[config.mk]
export PLATFORM = sky130hd
export DESIGN_NAME = mem_access_ctrl_flat
export DESIGN_NICKNAME = d
export VERILOG_FILES = /design/src/rtl/mem_access_ctrl_pkg.sv /design/src/rtl/mem_access_ctrl_if.sv /design/src/rtl/mem_access_ctrl_sat_counter.sv /design/src/rtl/mem_access_ctrl.sv /design/src/flat_wrapper.sv
export SDC_FILE = /design/constraint.sdc
export NUM_CORES = 1
export LEC_CHECK = 0
export ABC_AREA = 1
export ABC_CLOCK_PERIOD_IN_PS = 1900
export BUFFER_PORTS_ARGS = -buffer_cell sky130_fd_sc_hd__buf_2
export CAP_MARGIN = 20
export CORE_MARGIN = 5
export CORE_UTILIZATION = 35
export DETAILED_ROUTE_END_ITERATION = 7
export PLACE_DENSITY = 0.7
export SYNTH_ARGS = -nofsm -noshare
export SYNTH_HDL_FRONTEND = slang
export SYNTH_SLANG_ARGS = --single-unit
[constraint.sdc]
create_clock -name clk -period 1.9 [get_ports clk]
set_input_delay 0.285 -clock clk [delete_from_list [all_inputs] [get_ports clk]]
set_output_delay 0.285 -clock clk [all_outputs]
set_load 0.03 [all_outputs]
[src/rtl/mem_access_ctrl_pkg.sv]
// mem_ctrl_pkg: types and constants shared by the memory-stage access
// sequencer. Holds the sequencer state encoding, the ResultSrc codes seen
// in the MEM stage, and a helper that decides whether an instruction touches
// data memory.
package mem_ctrl_pkg;

   typedef enum logic [1:0] {
      IDLE = 2'd0,
      REQ  = 2'd1,
      DONE = 2'd2
   } mem_state_t;

   localparam logic [1:0] RESULT_SRC_ALU = 2'b00;
   localparam logic [1:0] RESULT_SRC_MEM = 2'b01;
   localparam logic [1:0] RESULT_SRC_PC4 = 2'b10;

   // A MEM-stage instruction needs the data memory if it is a store or a load.
   function automatic logic is_access(input logic [1:0] result_src,
                                      input logic       mem_write);
      return mem_write | (result_src == RESULT_SRC_MEM);
   endfunction

endpackage

[src/rtl/mem_access_ctrl_if.sv]
// mem_access_ctrl_if: req/ack bus between the memory-stage sequencer and a
// variable-latency data memory.
//   mem_req   : request, high for the whole access
//   mem_we    : 1 = write, 0 = read
//   mem_addr  : access address
//   mem_wdata : store data
//   mem_ack   : single-cycle completion pulse from memory
//   mem_rdata : read data, valid with mem_ack
// master = sequencer side, slave = memory side.
interface mem_access_ctrl_if;

   logic        mem_req;
   logic        mem_we;
   logic [31:0] mem_addr;
   logic [31:0] mem_wdata;
   logic        mem_ack;
   logic [31:0] mem_rdata;

   modport master (
      output mem_req, mem_we, mem_addr, mem_wdata,
      input  mem_ack, mem_rdata
   );

   modport slave (
      input  mem_req, mem_we, mem_addr, mem_wdata,
      output mem_ack, mem_rdata
   );

endinterface

[src/rtl/mem_access_ctrl_sat_counter.sv]
// sat_counter: W-bit up counter that sticks at all-ones instead of wrapping.
//   clk : clock, rising edge
//   rst : synchronous reset, active-low
//   en  : count this cycle
//   clr : synchronous clear (wins over en)
//   q   : current count
module sat_counter #(
   parameter int W = 32
) (
   input  logic         clk,
   input  logic         rst,
   input  logic         en,
   input  logic         clr,
   output logic [W-1:0] q
);

   // Count register: reset/clear to zero, increment until all-ones.
   always_ff @(posedge clk) begin
      if (!rst) begin
         q <= '0;
      end else if (clr) begin
         q <= '0;
      end else if (en && (q != '1)) begin
         q <= q + W'(1);
      end else begin
         q <= q;
      end
   end

endmodule

[src/rtl/mem_access_ctrl.sv]
// mem_access_ctrl: memory-stage access sequencer for the pipelined RV32 core.
// Turns a MEM-stage load/store into a req/ack transaction on the data-memory
// bus, stalls the front of the pipeline and bubbles MEM/WB until the access
// completes, abandons hung accesses after TIMEOUT_CYCLES request cycles and
// counts stalled cycles.
//   clk, rst (sync, active-low)
//   ResultSrcM, MemWriteM, ALUResultM, WriteDataM : MEM-stage control/data
//   bus (master)        : req/ack data-memory bus
//   ReadDataM           : captured load data
//   StallF/D/E/M, FlushW: pipeline hold and MEM/WB bubble
//   mem_err, err_clr    : sticky timeout flag and its clear
//   stall_cnt           : saturating count of stalled cycles
module mem_access_ctrl
   import mem_ctrl_pkg::*;
#(
   parameter int TIMEOUT_CYCLES = 16,
   parameter int CNT_W          = 32
) (
   input  logic                 clk,
   input  logic                 rst,
   input  logic [1:0]           ResultSrcM,
   input  logic                 MemWriteM,
   input  logic [31:0]          ALUResultM,
   input  logic [31:0]          WriteDataM,
   mem_access_ctrl_if.master    bus,
   output logic [31:0]          ReadDataM,
   output logic                 StallF,
   output logic                 StallD,
   output logic                 StallE,
   output logic                 StallM,
   output logic                 FlushW,
   output logic                 mem_err,
   input  logic                 err_clr,
   output logic [CNT_W-1:0]     stall_cnt
);

   localparam logic [7:0] TIMER_LAST = 8'(TIMEOUT_CYCLES - 1);

   mem_state_t  state_r;
   logic [7:0]  timer_r;
   logic        mem_req_r;
   logic        mem_we_r;
   logic [31:0] mem_addr_r;
   logic [31:0] mem_wdata_r;
   logic [31:0] read_data_r;
   logic        mem_err_r;
   logic        access_s;
   logic        stall_s;
   logic        timeout_s;

   assign access_s  = is_access(ResultSrcM, MemWriteM);
   // Stall is combinational so the pipeline freezes in the very cycle the
   // access is first seen in IDLE.
   assign stall_s   = ((state_r == IDLE) && access_s) || (state_r == REQ);
   assign timeout_s = (state_r == REQ) && !bus.mem_ack && (timer_r == TIMER_LAST);

   assign StallF = stall_s;
   assign StallD = stall_s;
   assign StallE = stall_s;
   assign StallM = stall_s;
   assign FlushW = stall_s;

   assign bus.mem_req   = mem_req_r;
   assign bus.mem_we    = mem_we_r;
   assign bus.mem_addr  = mem_addr_r;
   assign bus.mem_wdata = mem_wdata_r;
   assign ReadDataM     = read_data_r;
   assign mem_err       = mem_err_r;

   // Sequencer FSM with its registered bus outputs, read data and timer.
   always_ff @(posedge clk) begin
      if (!rst) begin
         state_r     <= IDLE;
         timer_r     <= 8'd0;
         mem_req_r   <= 1'b0;
         mem_we_r    <= 1'b0;
         mem_addr_r  <= 32'd0;
         mem_wdata_r <= 32'd0;
         read_data_r <= 32'd0;
      end else begin
         case (state_r)
            IDLE: begin
               if (access_s) begin
                  state_r     <= REQ;
                  mem_req_r   <= 1'b1;
                  mem_we_r    <= MemWriteM;
                  mem_addr_r  <= ALUResultM;
                  mem_wdata_r <= WriteDataM;
                  timer_r     <= 8'd0;
               end
            end
            REQ: begin
               if (bus.mem_ack) begin
                  state_r   <= DONE;
                  mem_req_r <= 1'b0;
                  if (!mem_we_r) begin
                     read_data_r <= bus.mem_rdata;
                  end
               end else if (timer_r == TIMER_LAST) begin
                  // Hung access: give up and hand a zero to a waiting load.
                  state_r   <= DONE;
                  mem_req_r <= 1'b0;
                  if (!mem_we_r) begin
                     read_data_r <= 32'd0;
                  end
               end else begin
                  timer_r <= timer_r + 8'd1;
               end
            end
            DONE: begin
               // No fast path: the next access is picked up in IDLE.
               state_r <= IDLE;
            end
            default: begin
               state_r   <= IDLE;
               mem_req_r <= 1'b0;
            end
         endcase
      end
   end

   // Sticky timeout flag; a timeout in the same cycle as err_clr keeps it set.
   always_ff @(posedge clk) begin
      if (!rst) begin
         mem_err_r <= 1'b0;
      end else if (timeout_s) begin
         mem_err_r <= 1'b1;
      end else if (err_clr) begin
         mem_err_r <= 1'b0;
      end else begin
         mem_err_r <= mem_err_r;
      end
   end

   sat_counter #(.W(CNT_W)) u_stall_cnt (
      .clk (clk),
      .rst (rst),
      .en  (stall_s),
      .clr (1'b0),
      .q   (stall_cnt)
   );

endmodule

[src/flat_wrapper.sv]
// flat-port wrapper written by rule: the top's interface ports become plain ports
module mem_access_ctrl_flat import mem_ctrl_pkg::*;
#(
   parameter int TIMEOUT_CYCLES = 16,
   parameter int CNT_W          = 32
)
  (clk, rst, ResultSrcM, MemWriteM, ALUResultM, WriteDataM, ReadDataM, StallF, StallD, StallE, StallM, FlushW, mem_err, err_clr, stall_cnt, bus_mem_req, bus_mem_we, bus_mem_addr, bus_mem_wdata, bus_mem_ack, bus_mem_rdata);
  mem_access_ctrl_if bus_i ();
  input  logic clk;
  input  logic rst;
  input  logic [1:0] ResultSrcM;
  input  logic MemWriteM;
  input  logic [31:0] ALUResultM;
  input  logic [31:0] WriteDataM;
  output logic [31:0] ReadDataM;
  output logic StallF;
  output logic StallD;
  output logic StallE;
  output logic StallM;
  output logic FlushW;
  output logic mem_err;
  input  logic err_clr;
  output logic [CNT_W-1:0] stall_cnt;
  output wire logic [$bits(bus_i.mem_req)-1:0] bus_mem_req;
  output wire logic [$bits(bus_i.mem_we)-1:0] bus_mem_we;
  output wire logic [$bits(bus_i.mem_addr)-1:0] bus_mem_addr;
  output wire logic [$bits(bus_i.mem_wdata)-1:0] bus_mem_wdata;
  input wire logic [$bits(bus_i.mem_ack)-1:0] bus_mem_ack;
  input wire logic [$bits(bus_i.mem_rdata)-1:0] bus_mem_rdata;
  assign bus_mem_req = bus_i.mem_req;
  assign bus_mem_we = bus_i.mem_we;
  assign bus_mem_addr = bus_i.mem_addr;
  assign bus_mem_wdata = bus_i.mem_wdata;
  assign bus_i.mem_ack = bus_mem_ack;
  assign bus_i.mem_rdata = bus_mem_rdata;
  mem_access_ctrl #(.TIMEOUT_CYCLES(TIMEOUT_CYCLES), .CNT_W(CNT_W)) u_core (.clk(clk), .rst(rst), .ResultSrcM(ResultSrcM), .MemWriteM(MemWriteM), .ALUResultM(ALUResultM), .WriteDataM(WriteDataM), .bus(bus_i), .ReadDataM(ReadDataM), .StallF(StallF), .StallD(StallD), .StallE(StallE), .StallM(StallM), .FlushW(FlushW), .mem_err(mem_err), .err_clr(err_clr), .stall_cnt(stall_cnt));
endmodule
Word-level counts from Yosys, hierarchy flattened
Index checks and enable logic that the tools add are counted.
- bits of input ports: 103
- output and inout bits: 136
- bits in registers: 141
- bitwise operators: 3
- multiplexer cells: 18
- add/subtract/negate cells: 2
- equality and inequality tests: 9
- reductions and logical operators: 15
- operator list (kind ; number):
    $mux W32 ; 4
    $add A32 B1 Y32 const B ; 1
    $ne A32 B32 Y1 const B ; 1
    $mux W8 ; 3
    $pmux W8 S2 ; 1
    $add A8 B1 Y8 const B ; 1
    $eq A8 B4 Y1 const B ; 1
    $mux W2 ; 3
    $reduce_and A3 Y1 ; 2
    $reduce_bool A2 Y1 ; 3
    $mux W1 ; 5
    $eq A2 B1 Y1 const B ; 2
    $logic_and A1 B1 Y1 ; 4
    $ne A2 B2 Y1 const B ; 2
    $pmux W2 S2 ; 1
    $reduce_and A2 Y1 ; 2
    $reduce_and A4 Y1 ; 1
    $ne A3 B3 Y1 const B ; 1
    $pmux W1 S3 ; 1
    $eq A2 B2 Y1 const B ; 1
    $logic_not A2 Y1 ; 1
    $ne A2 B1 Y1 const B ; 1
    $not A1 Y1 ; 2
    $logic_not A1 Y1 ; 1
    other kinds (2) ; 2

Longest topological paths before layout
- depth after elaboration: 5
- mapped depth: 10
- mapped depth without buffers: 10

Modules after synthesis
A second synthesis with hierarchy kept.
- cell total of the unflattened synthesis: 875
- area, all modules: 6172.2 µm²
- by module, submodules not included (module ; area each (µm²) ; instances ; sequential area each (µm²) ; cells an instance):
    mem_access_ctrl ; 4102.7 ; 1 ; 2182.1 ; 543
    sat_counter ; 2069.5 ; 1 ; 640.6 ; 332

Worst setup path after synthesis
OpenSTA, ideal clock, no wires.
- path type: register -> register
- from: register u_core.u_stall_cnt.q[1]
- to: register u_core.u_stall_cnt.q[22]
- slack: 114 ps
- data required time: 1784 ps
- data arrival time: 1670 ps
- stages on the path, launching flop included: 10
- setup time: 116 ps
- buffers on the path: 1
- cells stage by stage: dfxtp_1 ha_1 nand2_1 nor2_4 nand2_4 nor2_8 nand2_4 buf_6 a21oi_1 nor2_1
- word-level cells in the longest chain between the ends: 2
- elaborated cells between the ends (all ways): 3
- RTL lines (what ; line ; RTL):
    from (decl) ; mem_access_ctrl_sat_counter.sv:14 ; output logic [W-1:0] q
    from (signal assigned) ; mem_access_ctrl_sat_counter.sv:24 ; q <= q + W'(1);
    from (signal assigned) ; mem_access_ctrl_sat_counter.sv:26 ; q <= q;
    parallel branches: the longest is 2 deep, another holds $add A32 B1 Y32 ; -- ;
Several ways; the timed one is not identified.
A chain may end at the register's enable or synchronous reset.

Final worst setup path
- from: register u_core.state_r[1]
- to: output StallM
- word-level cells in the longest chain between the ends: 3
- elaborated cells between the ends (all ways): 4
- RTL lines (what ; line ; RTL):
    from (decl) ; mem_access_ctrl.sv:39 ; mem_state_t state_r;
    from (signal assigned) ; mem_access_ctrl.sv:73 ; state_r <= IDLE;
    from (signal assigned) ; mem_access_ctrl.sv:84 ; state_r <= REQ;
    from (signal assigned) ; mem_access_ctrl.sv:94 ; state_r <= DONE;
    $logic_not A2 Y1 ; mem_access_ctrl.sv:54 ; assign stall_s = ((state_r == IDLE) && access_s) || (state_r == REQ);
    $logic_and A1 B1 Y1 ; mem_access_ctrl.sv:54 ;
    $logic_or A1 B1 Y1 * ; mem_access_ctrl.sv:54 ;
    to (decl) ; flat_wrapper.sv:19 ; output logic StallM;
Mark *: on every way between the ends. The rest lies on a longest branch, timed or not.

==> results.toml <==
[run_status]
outcome = "finished clean"

[cts]
numCtsBuffers = 17
cts_tree = "built"
hold_buffers = 0
clock_path_buffers = 2
cts.sinks = 141
htree_num_levels = 4
clock_latency_ps = 410
cts.clk_slew.worst_paths_ps = 70
cts-root-buf = "clkbuf_16"

[logic_synthesis]
syn_nets = 1047
ys_warn_count = 0
seq_area_frac_synth_pct = 44.91
syn_area_um2 = 6285
ys_ff_latch = 141
yosys.area.top_type = "dfxtp_1"
synth_top_cell_area_share_pct = 44.91
synth_cell_types = 30
syn_inst = 942
synth_area_leaders = "dfxtp_1 45%, nand2_1 22%, a21oi_1 8.3%"
synth_area_per_cell_um2 = 6.672

[sta]
setup_tns_ps = 0
fin_crit_ps = 1779
rsz0062_at_grt = "false"
setup_viol_count_final = 0
fin_crit_sh_pct = 93.61
slew_headroom_pct = 68.82
worst_slew_pin_slew_ps = 467.8
drv_slew = 0
fmax_mhz = 562.2
skew_ps = 8.501
final_hold_viol_count = 0

[worst_setup_path]
reg2reg_depth = 9
cp_max_fo = 6
reg2reg_slack_ps = 200
critical_path.startpoint = "u_core.state_r[1]"
cp-end-kind = "output pin"
crit_path_end = "StallM"
arrival_ps = 1490
criticalPathCategory = "reg2out"
r2r-start = "u_core.timer_r[0]"
startpoint_type = "flip-flop"
r2r-end = "u_core.ReadDataM[7]"
critical_path_required_ps = 1620

[final_layout]
final_cells = 1425
final_cell_mix = "373 x nand2_1, 237 x buf_2, 139 x dfxtp_1"
regArea_um2 = 2825
layout-drive-gt1-share_pct = 28.09
multi_input_area_um2 = 2994
diodes = 0
nNetsFinal = 1288
syn2layout_area_growth_pct = 34.26
fillCellCount = 1785
final_common_cell = "nand2_1"

[routing]
ant_nets = 0
via_count = 6489
wirelength_mm = 18.01
dr.pass1.iters = 4
detail_route.vias_per_cell = 4.554
routedWlPerCell_um = 12.64
drc = 0
drtIter0Drc = 350

[global_routing]
grt_pass1_wl_mm = 29.06
grt-ovfl-total = 0
antenna_found_initial = 0
grt_max_degree = 65
grt_usage_pct = 17.07
grt_pass1_vias = 6119

[place]
place_inst = 1389
place_congestion = 0.8408
portBuffers = 238
post-dp-hpwl_mm = 13.02

[power]
switching_share_pct = 30.48
p_comb_share_pct = 16.5
p_seq_share_pct = 40.5
p_clk_share_pct = 43.0
irDropWorstVdd_v = 0.0005640
power_switching_w = 0.002427
leakage_nw = 4.157
p_per_area_nw_per_um2 = 943.5
p_int_w = 0.005535

[hold_path]
worstHoldStart = "WriteDataM[6]"
hold_class = "in2reg"

[die]
dieArea_um2 = 20740
ios = 239
start_util_pct = 35.23
die_y_um = 144
coreArea_um2 = 17840
die_w_um = 144
rows = 49

[job]
drv_cap = 0
Yosys cell counts (all sizes together):
library cell,count
nor3,2
and2,2
or2,1
nor2,130
buf,25
nand2,381
inv,71
a21oi,105
nand4,5
nand3b,3
ha,2
nor3b,2
xor2,4
clkbuf,21
dfxtp,141
o21ai,9
nand3,38
per-stage QoR:
stage / setup slack (ps) / util, % / hold WS (ps) / power [W] / instance area [um^2]
after floorplan: 113.7 / - / 432.3 / 0.004165 / 6285
after global placement: 190.7 / 43.61 / 444.3 / 0.004581 / 7780
after detailed placement: 163.7 / 43.61 / 449.1 / 0.004597 / 7780
after CTS: 87.18 / 47.06 / 93.15 / 0.008070 / 8396
after global routing: 5.038 / 47.30 / 102.0 / 0.008344 / 8438
final: 121.4 / 47.30 / 114.4 / 0.007961 / 8438
power by group through the flow:
stage               logic [W]  registers, W  clock network, W
floorplan            0.000554       0.00361                 0
global placement      0.00131       0.00328                 0
detailed placement    0.00132       0.00328                 0
CTS                   0.00133       0.00322           0.00352
global route          0.00145       0.00324           0.00366
finish                0.00131       0.00322           0.00343
critical path, stage by stage (launching register included):
cell and delay [ps]:
dfxtp_1 340, nor2_2 200, nand2_1 160, nand3_4 160
buf_2 220
sequential cells by signal (all words and copies together), names as in the netlist:
name,count
u_core.bus.mem_wdata,32
u_core.timer_r,8
u_core.state_r,2
u_core.ReadDataM,32
u_core.bus.mem_req,1
u_core.mem_err,1
u_core.u_stall_cnt.q,32
u_core.bus.mem_we,1
u_core.bus.mem_addr,32
how the worst min path moves through the flow:
stage	endpoint	slack, ps	cells after the start
floorplan	u_core.bus.mem_addr[0]	430	2
global placement	u_core.bus.mem_wdata[28]	440	2
detailed placement	u_core.bus.mem_addr[9]	450	2
CTS	u_core.bus.mem_addr[0]	90	3
global route	u_core.bus.mem_wdata[6]	100	3
finish	u_core.bus.mem_wdata[6]	110	3
area by class of cell:
type                       instances  share of cell area, %
timing repair buffer             267                  17.32
tap                              229                  3.396
clock buffer                      17                  5.042
clock inverter                    15                  2.106
inverter                          71                  3.173
sequential                       141                  33.48
multi-input combinational        685                  35.48
metal layers:
layer / up-vias / global-route usage, % / part of all wire, %
li1: 3400 / - / -
met1: 2884 / 21.57 / 43
met2: 184 / 28.69 / 49
met3: 21 / 5.159 / 6.7
met4: 0 / 4.063 / 1.3
met5: - / 0 / 0
kinds of logic after synthesis:
kind of cell | Yosys count | share of synthesized area [%]
XOR/XNOR | 4 | 0.5574
AO/OA/AOI/OAI | 114 | 9.317
buffers and inverters | 117 | 8.103
flip-flops | 141 | 44.91
adder cells (fa/ha/maj) | 2 | 0.3981
AND/OR/NAND/NOR | 564 | 36.71
what timing repair did:
action / in CTS / in global routing
pin swaps: 1 / 2
setup endpoints to repair: 5 / 10
resized for setup: 2 / 5
setup buffers: 1 / 2
gates cloned: 0 / 1
No activity file was read; power rests on OpenSTA's default activity.
